### config.mk
export PLATFORM = sky130hd
export DESIGN_NAME = residual_sequencer
export DESIGN_NICKNAME = d
export VERILOG_FILES = /design/src/rtl/residual_sequencer.sv
export SDC_FILE = /design/constraint.sdc
export NUM_CORES = 1
export LEC_CHECK = 0
export CAP_MARGIN = 40
export CELL_PAD_IN_SITES_DETAIL_PLACEMENT = 1
export CELL_PAD_IN_SITES_GLOBAL_PLACEMENT = 2
export CORE_UTILIZATION = 30
export DETAILED_ROUTE_END_ITERATION = 7
export GPL_TIMING_DRIVEN = 0
export HOLD_SLACK_MARGIN = 0.03
export PLACE_DENSITY_LB_ADDON = 0.1
export SYNTH_ARGS = -nofsm -noshare
export SYNTH_HDL_FRONTEND = slang
export SYNTH_SLANG_ARGS = --single-unit
### constraint.sdc
create_clock -name iClock -period 4.6 [get_ports iClock]
set_clock_uncertainty 0.2 [all_clocks]
set_input_delay 0.69 -clock iClock [delete_from_list [all_inputs] [get_ports iClock]]
set_output_delay 0.69 -clock iClock [all_outputs]
set_load 0.05 [all_outputs]
### src/rtl/residual_sequencer.sv
// residual_sequencer
// Per-subframe controller for the residual decoder. On a start request it reads the
// 6-bit residual coding header (method, partition order) from sample RAM, validates
// it against the block configuration, hands the decoder its start position and then
// counts residuals until iBlockSize - iPredictorOrder have been emitted.
//
// Ports:
//   iClock, iReset            clock, asynchronous active-low reset
//   iStart                    start pulse (honoured only when idle)
//   iBlockSize, iPredictorOrder, iStartAddr, iStartBit   block config, latched on iStart
//   iData                     RAM read data (one-cycle latency)
//   oReadAddr                 RAM address (own fetch address, or iDecReadAddr while running)
//   oDecReset, oDecEnable     decoder control
//   oDecPartitionOrder, oDecRice2, oDecStartAddr, oDecStartBit   decoder config
//   iDecReadAddr, iDecResidual, iDecDone   decoder interface
//   oResidual, oValid, oDone  registered residual stream, oDone marks the last one
//   oError                    header/config error, held until next accepted start
//   oBusy                     high whenever not idle
module residual_sequencer (
  input  logic        iClock,
  input  logic        iReset,
  input  logic        iStart,
  input  logic [15:0] iBlockSize,
  input  logic [3:0]  iPredictorOrder,
  input  logic [15:0] iStartAddr,
  input  logic [3:0]  iStartBit,
  input  logic [15:0] iData,
  output logic [15:0] oReadAddr,
  output logic        oDecReset,
  output logic        oDecEnable,
  output logic [3:0]  oDecPartitionOrder,
  output logic        oDecRice2,
  output logic [15:0] oDecStartAddr,
  output logic [4:0]  oDecStartBit,
  input  logic [15:0] iDecReadAddr,
  input  logic [15:0] iDecResidual,
  input  logic        iDecDone,
  output logic [15:0] oResidual,
  output logic        oValid,
  output logic        oDone,
  output logic        oError,
  output logic        oBusy
);

  typedef enum logic [3:0] {
    StIdle, StFetch, StRead0, StRead1, StCheck, StLaunch, StRun, StDone, StError
  } state_e;

  state_e      r_state, w_next;
  logic [15:0] r_block_size;
  logic [3:0]  r_order;
  logic [15:0] r_start_addr;
  logic [3:0]  r_start_bit;
  logic [15:0] r_own_addr;
  logic [15:0] r_w0, r_w1;
  logic [15:0] r_count;
  logic [3:0]  r_porder;
  logic        r_rice2;
  logic [15:0] r_dec_addr;
  logic [4:0]  r_dec_bit;
  logic [15:0] r_residual;
  logic        r_valid, r_done, r_error;

  logic        w_straddle;
  logic [31:0] w_pair;
  logic [4:0]  w_shamt;
  logic [5:0]  w_header;
  logic [3:0]  w_porder;
  logic [15:0] w_mask, w_part, w_target, w_count_inc;
  logic        w_err, w_last;

  // Header MSB sits at bit b of word A, i.e. bit b+16 of {A, A+1}; LSB is 5 bits lower.
  assign w_straddle  = (r_start_bit < 4'd5);
  assign w_pair      = {r_w0, r_w1};
  assign w_shamt     = {1'b0, r_start_bit} + 5'd11;
  assign w_header    = w_pair[w_shamt +: 6];
  assign w_porder    = w_header[3:0];
  assign w_mask      = (16'd1 << w_porder) - 16'd1;
  assign w_part      = r_block_size >> w_porder;
  // Method >= 2, block not divisible into partitions, or first partition has no residuals.
  assign w_err       = w_header[5] | (|(r_block_size & w_mask)) |
                       (w_part <= {12'd0, r_order});
  assign w_target    = r_block_size - {12'd0, r_order};
  assign w_count_inc = r_count + 16'd1;
  assign w_last      = iDecDone && (w_count_inc == w_target);

  always_ff @(posedge iClock or negedge iReset) begin
    if (!iReset) r_state <= StIdle;
    else         r_state <= w_next;
  end

  always_comb begin
    w_next = r_state;
    unique case (r_state)
      StIdle:   if (iStart) w_next = StFetch;
      StFetch:  w_next = StRead0;
      StRead0:  w_next = w_straddle ? StRead1 : StCheck;
      StRead1:  w_next = StCheck;
      StCheck:  w_next = w_err ? StError : StLaunch;
      StLaunch: w_next = StRun;
      StRun:    if (w_last) w_next = StDone;
      StDone:   w_next = StIdle;
      StError:  w_next = StIdle;
      default:  w_next = StIdle;
    endcase
  end

  always_ff @(posedge iClock or negedge iReset) begin
    if (!iReset) begin
      r_block_size <= 16'd0;
      r_order      <= 4'd0;
      r_start_addr <= 16'd0;
      r_start_bit  <= 4'd0;
      r_own_addr   <= 16'd0;
      r_w0         <= 16'd0;
      r_w1         <= 16'd0;
      r_count      <= 16'd0;
      r_porder     <= 4'd0;
      r_rice2      <= 1'b0;
      r_dec_addr   <= 16'd0;
      r_dec_bit    <= 5'd0;
      r_residual   <= 16'd0;
      r_valid      <= 1'b0;
      r_done       <= 1'b0;
      r_error      <= 1'b0;
    end else begin
      r_valid <= 1'b0;
      r_done  <= 1'b0;
      unique case (r_state)
        StIdle: begin
          if (iStart) begin
            r_block_size <= iBlockSize;
            r_order      <= iPredictorOrder;
            r_start_addr <= iStartAddr;
            r_start_bit  <= iStartBit;
            r_own_addr   <= iStartAddr;
            r_count      <= 16'd0;
            r_error      <= 1'b0;
          end
        end
        StFetch: begin
          // Present A+1 during READ0 so its data is ready for READ1.
          if (w_straddle) r_own_addr <= r_start_addr + 16'd1;
        end
        StRead0: r_w0 <= iData;
        StRead1: r_w1 <= iData;
        StCheck: begin
          r_porder   <= w_porder;
          r_rice2    <= w_header[4];
          r_dec_addr <= r_start_addr + {15'd0, (r_start_bit < 4'd6)};
          r_dec_bit  <= {1'b0, r_start_bit - 4'd6};
          if (w_err) r_error <= 1'b1;
        end
        StRun: begin
          if (iDecDone) begin
            r_valid    <= 1'b1;
            r_residual <= iDecResidual;
            r_count    <= w_count_inc;
            r_done     <= w_last;
          end
        end
        default: ;
      endcase
    end
  end

  assign oReadAddr          = (r_state == StRun) ? iDecReadAddr : r_own_addr;
  assign oDecReset          = (r_state != StRun);
  assign oDecEnable         = (r_state == StRun);
  assign oDecPartitionOrder = r_porder;
  assign oDecRice2          = r_rice2;
  assign oDecStartAddr      = r_dec_addr;
  assign oDecStartBit       = r_dec_bit;
  assign oResidual          = r_residual;
  assign oValid             = r_valid;
  assign oDone              = r_done;
  assign oError             = r_error;
  assign oBusy              = (r_state != StIdle);

endmodule

==> flow_summary.toml <==
[finish]
syn_to_final_growth_pct = 33.4
fin_util_pct = 41.1
final_common_cell = "nand2_1"
num_antenna_cells = 0
design_area_um2 = 11500
stdcell_count = 1490
final_cell_mix = "nand2_1 (205), clkdlybuf4s50_1 (153), dfrtp_1 (140)"
nets = 1207
drive_gt1_share_pct = 15.1

[power]
p_per_area_nw_per_um2 = 940
p_int_mw = 5.77
p_comb_share_pct = 66.3
seq_power_share_pct = 20.3
power_frac_clock_pct = 13.4
p_leak_nw = 4.77
power_mw = 10.8
sw_frac_of_total_pct = 46.7
ir_drop_mv = 0.331
p_sw_mw = 5.05

[placement]
gp_congestion = 0.841
placed_cell_area_um2 = 10700
dp_cells = 1449
port_buffers = 154
place_ws_ns = -0.953
dpl.hpwl_um = 20400

[timing]
whs_ns = 0.0842
slew_headroom_pct = 48.1
fin_crit_sh_pct = 96.2
tightest_slew_ns = 0.779
hold_viol = 0
finalSetupViolations = 0
layout_min_cycle_time_ns = 4.43
slew_violations = 0
layout_setup_ws_ns = 0.173
clock.fmax_ghz = 0.226
tns_ns = 0
rsz0062_at_grt = "false"

[die]
die_w_um = 172
start_util_pct = 30.8
design.portCount = 156
coreArea_um2 = 28000
die_y_um = 172
num_rows = 61
dieArea_um2 = 29400

[detailed_routing]
ant_nets = 0
wl_per_cell_um = 18.4
routed_wl_um = 27500
drtIter0Drc = 309
viasPerCell = 4.93
first_pass_iters = 4
drc = 0
routed-via-count = 7342

[logic_synthesis]
synth_top_family_by_area = "multiplexers"
synth_simple_gate_area_share_pct = 16.5
synth.area.top_cells = "dfrtp_1 (41%), mux2_2 (9.0%), nand2_1 (8.9%)"
avgSynthCellArea_um2 = 9.44
yosysSeqAreaShare_pct = 40.9
yosysWarnings = 0
synth.distinct_cells = 64
synthDominantCellAreaShare_pct = 40.9
synthFlopType = "dfrtp_1"
synth-compound-area-share_pct = 11.0
syn_area_um2 = 8620
synthMuxAreaShare_pct = 19.1
synthAdderAreaFrac_pct = 2.26
ys_ff_latch = 141
synth_xor_area_share_pct = 6.30
synthCells = 914
synthArstFlopShare_pct = 100
synth_area_leader_cell = "dfrtp_1"
synth_edf_count = 0
synth_nets = 1021

[worst_setup_path]
critical_path_class = "flip-flop to flip-flop"
end_kind = "flip-flop"
worstPathRequired_ns = 4.70
startpoint_type = "flip-flop"
crit_fanout = 6
cp.arrival_ns = 4.53

[clocking]
cts_sinks = 141
cts_hold_buf = 0
clk_pin_slew_ns = 0.06
root_buffer = "clkbuf_16"
cts_tree = "yes"
clk_latency_ns = 0.43
htreeDepth = 4
clockBufferDepth = 2
cts_made_buffers = 17

[global_route]
grt_max_degree = 75
grt_pass1_vias = 7566
grt.total_usage_pct = 19.6
grt_pass1_wl_um = 43700
antenna_found_initial = 2
grt_overflow = 0

[worst_hold_path]
hold_path_class = "primary input to asynchronous set/reset pin"

[run]
drv_cap = 0

[run_status]
outcome = "completed"
-- worst paths after layout --
kind / start / endpoint / slack, ns / cells past startpoint
min in group iClock: oResidual[13] / oResidual[13] / 0.27 / 2
setup reg to reg: r_start_bit[0] / r_state[2] / 0.17 / 16
hold reg to reg: oResidual[13] / oResidual[13] / 0.27 / 2
max in group asynchronous: iReset / r_start_addr[1] / 3.28 / 2
setup / recovery: r_start_bit[0] / r_state[2] / 0.17 / 16
hold / removal: iReset / r_block_size[13] / 0.08 / 1
-- power by group through the flow --
stage                     registers [mW]  logic, mW  clock network (mW)
final                               2.20       7.18                1.45
after global routing                2.27       7.85                1.54
after CTS                           2.19       6.96                1.49
after detailed placement            2.22       6.72                   0
after global placement              2.21       6.65                   0
after floorplan                     2.54       4.42                   0
-- synthesized netlist by cell type (all sizes together), types with 3 or more instances --
| cell type | n |
|---|---|
| nand2 | 205 |
| dfrtp | 141 |
| o21ai | 95 |
| mux2 | 74 |
| clkbuf | 41 |
| nor2 | 34 |
| xnor2 | 33 |
| xor2 | 29 |
| mux2i | 27 |
| mux4 | 24 |
| nand3 | 24 |
| a21oi | 23 |
| buf | 20 |
| inv | 18 |
| nor3 | 15 |
| and3 | 14 |
| ha | 14 |
| or3 | 6 |
| nor2b | 5 |
| nor4 | 5 |
| o21a | 5 |
| o22ai | 5 |
| o31ai | 5 |
| o31a | 4 |
| a21boi | 3 |
| a31oi | 3 |
| and2 | 3 |
| nand4 | 3 |
| nor3b | 3 |
| or2 | 3 |
-- what timing repair did --
item                       CTS  global route
pin swaps                    1             4
gates cloned                 0             2
gates resized for setup     19            15
buffers inserted             3             7
setup endpoints to repair    4             4
-- layout make-up --
| cell class | instances | area, um2 |
|---|---|---|
| Fill cell | 3200 | 16500 |
| Multi-Input combinational cell | 693 | 4810 |
| Sequential cell | 141 | 3530 |
| Timing Repair Buffer | 169 | 1720 |
| Tap cell | 378 | 473 |
| Clock buffer | 19 | 433 |
| Buffer | 59 | 300 |
| Clock inverter | 12 | 163 |
| Inverter | 19 | 71.3 |
-- state kept, by name (all words and copies together) (netlist names) --
name and count:
oDecPartitionOrder 4, oDecRice2 1, oDecStartAddr 16, oDecStartBit 4, oDone 1, oError 1
oResidual 16, oValid 1, r_block_size 16, r_count 16, r_order 4, r_own_addr 16
r_start_addr 16, r_start_bit 4, r_state 4, r_w0 16, r_w1 5
-- cells by family after synthesis --
kind of cell,Yosys count
AND/OR/NAND/NOR,327
AO/OA/AOI/OAI,163
flip-flops,141
multiplexers,125
buffers and inverters,80
XOR/XNOR,62
adder cells (fa/ha/maj),15
other,1
-- per-layer routing --
layer  vias up  global-route usage [%]  wire length [um]
li1       3559                       -                 -
met1      3601                    27.7             13300
met2       155                    30.2             12500
met3        25                    3.52              1300
met4         2                    5.86               400
met5         -                       0                11
-- worst max-delay path, cell delays in order (launching register included) --
cell and delay, ns:
dfrtp_2 0.43, buf_8 0.14, mux4_2 0.52, mux4_2 0.54, buf_12 0.17, mux2i_1 0.13
mux4_2 0.53, mux2i_1 0.16, ha_1 0.26, nor2b_1 0.13, o21a_1 0.16, o21a_1 0.17
o21ai_2 0.11, o21ai_1 0.09, nor3_2 0.21, nor3_2 0.11, o31a_1 0.25
Power figures use the tool's default switching activity.
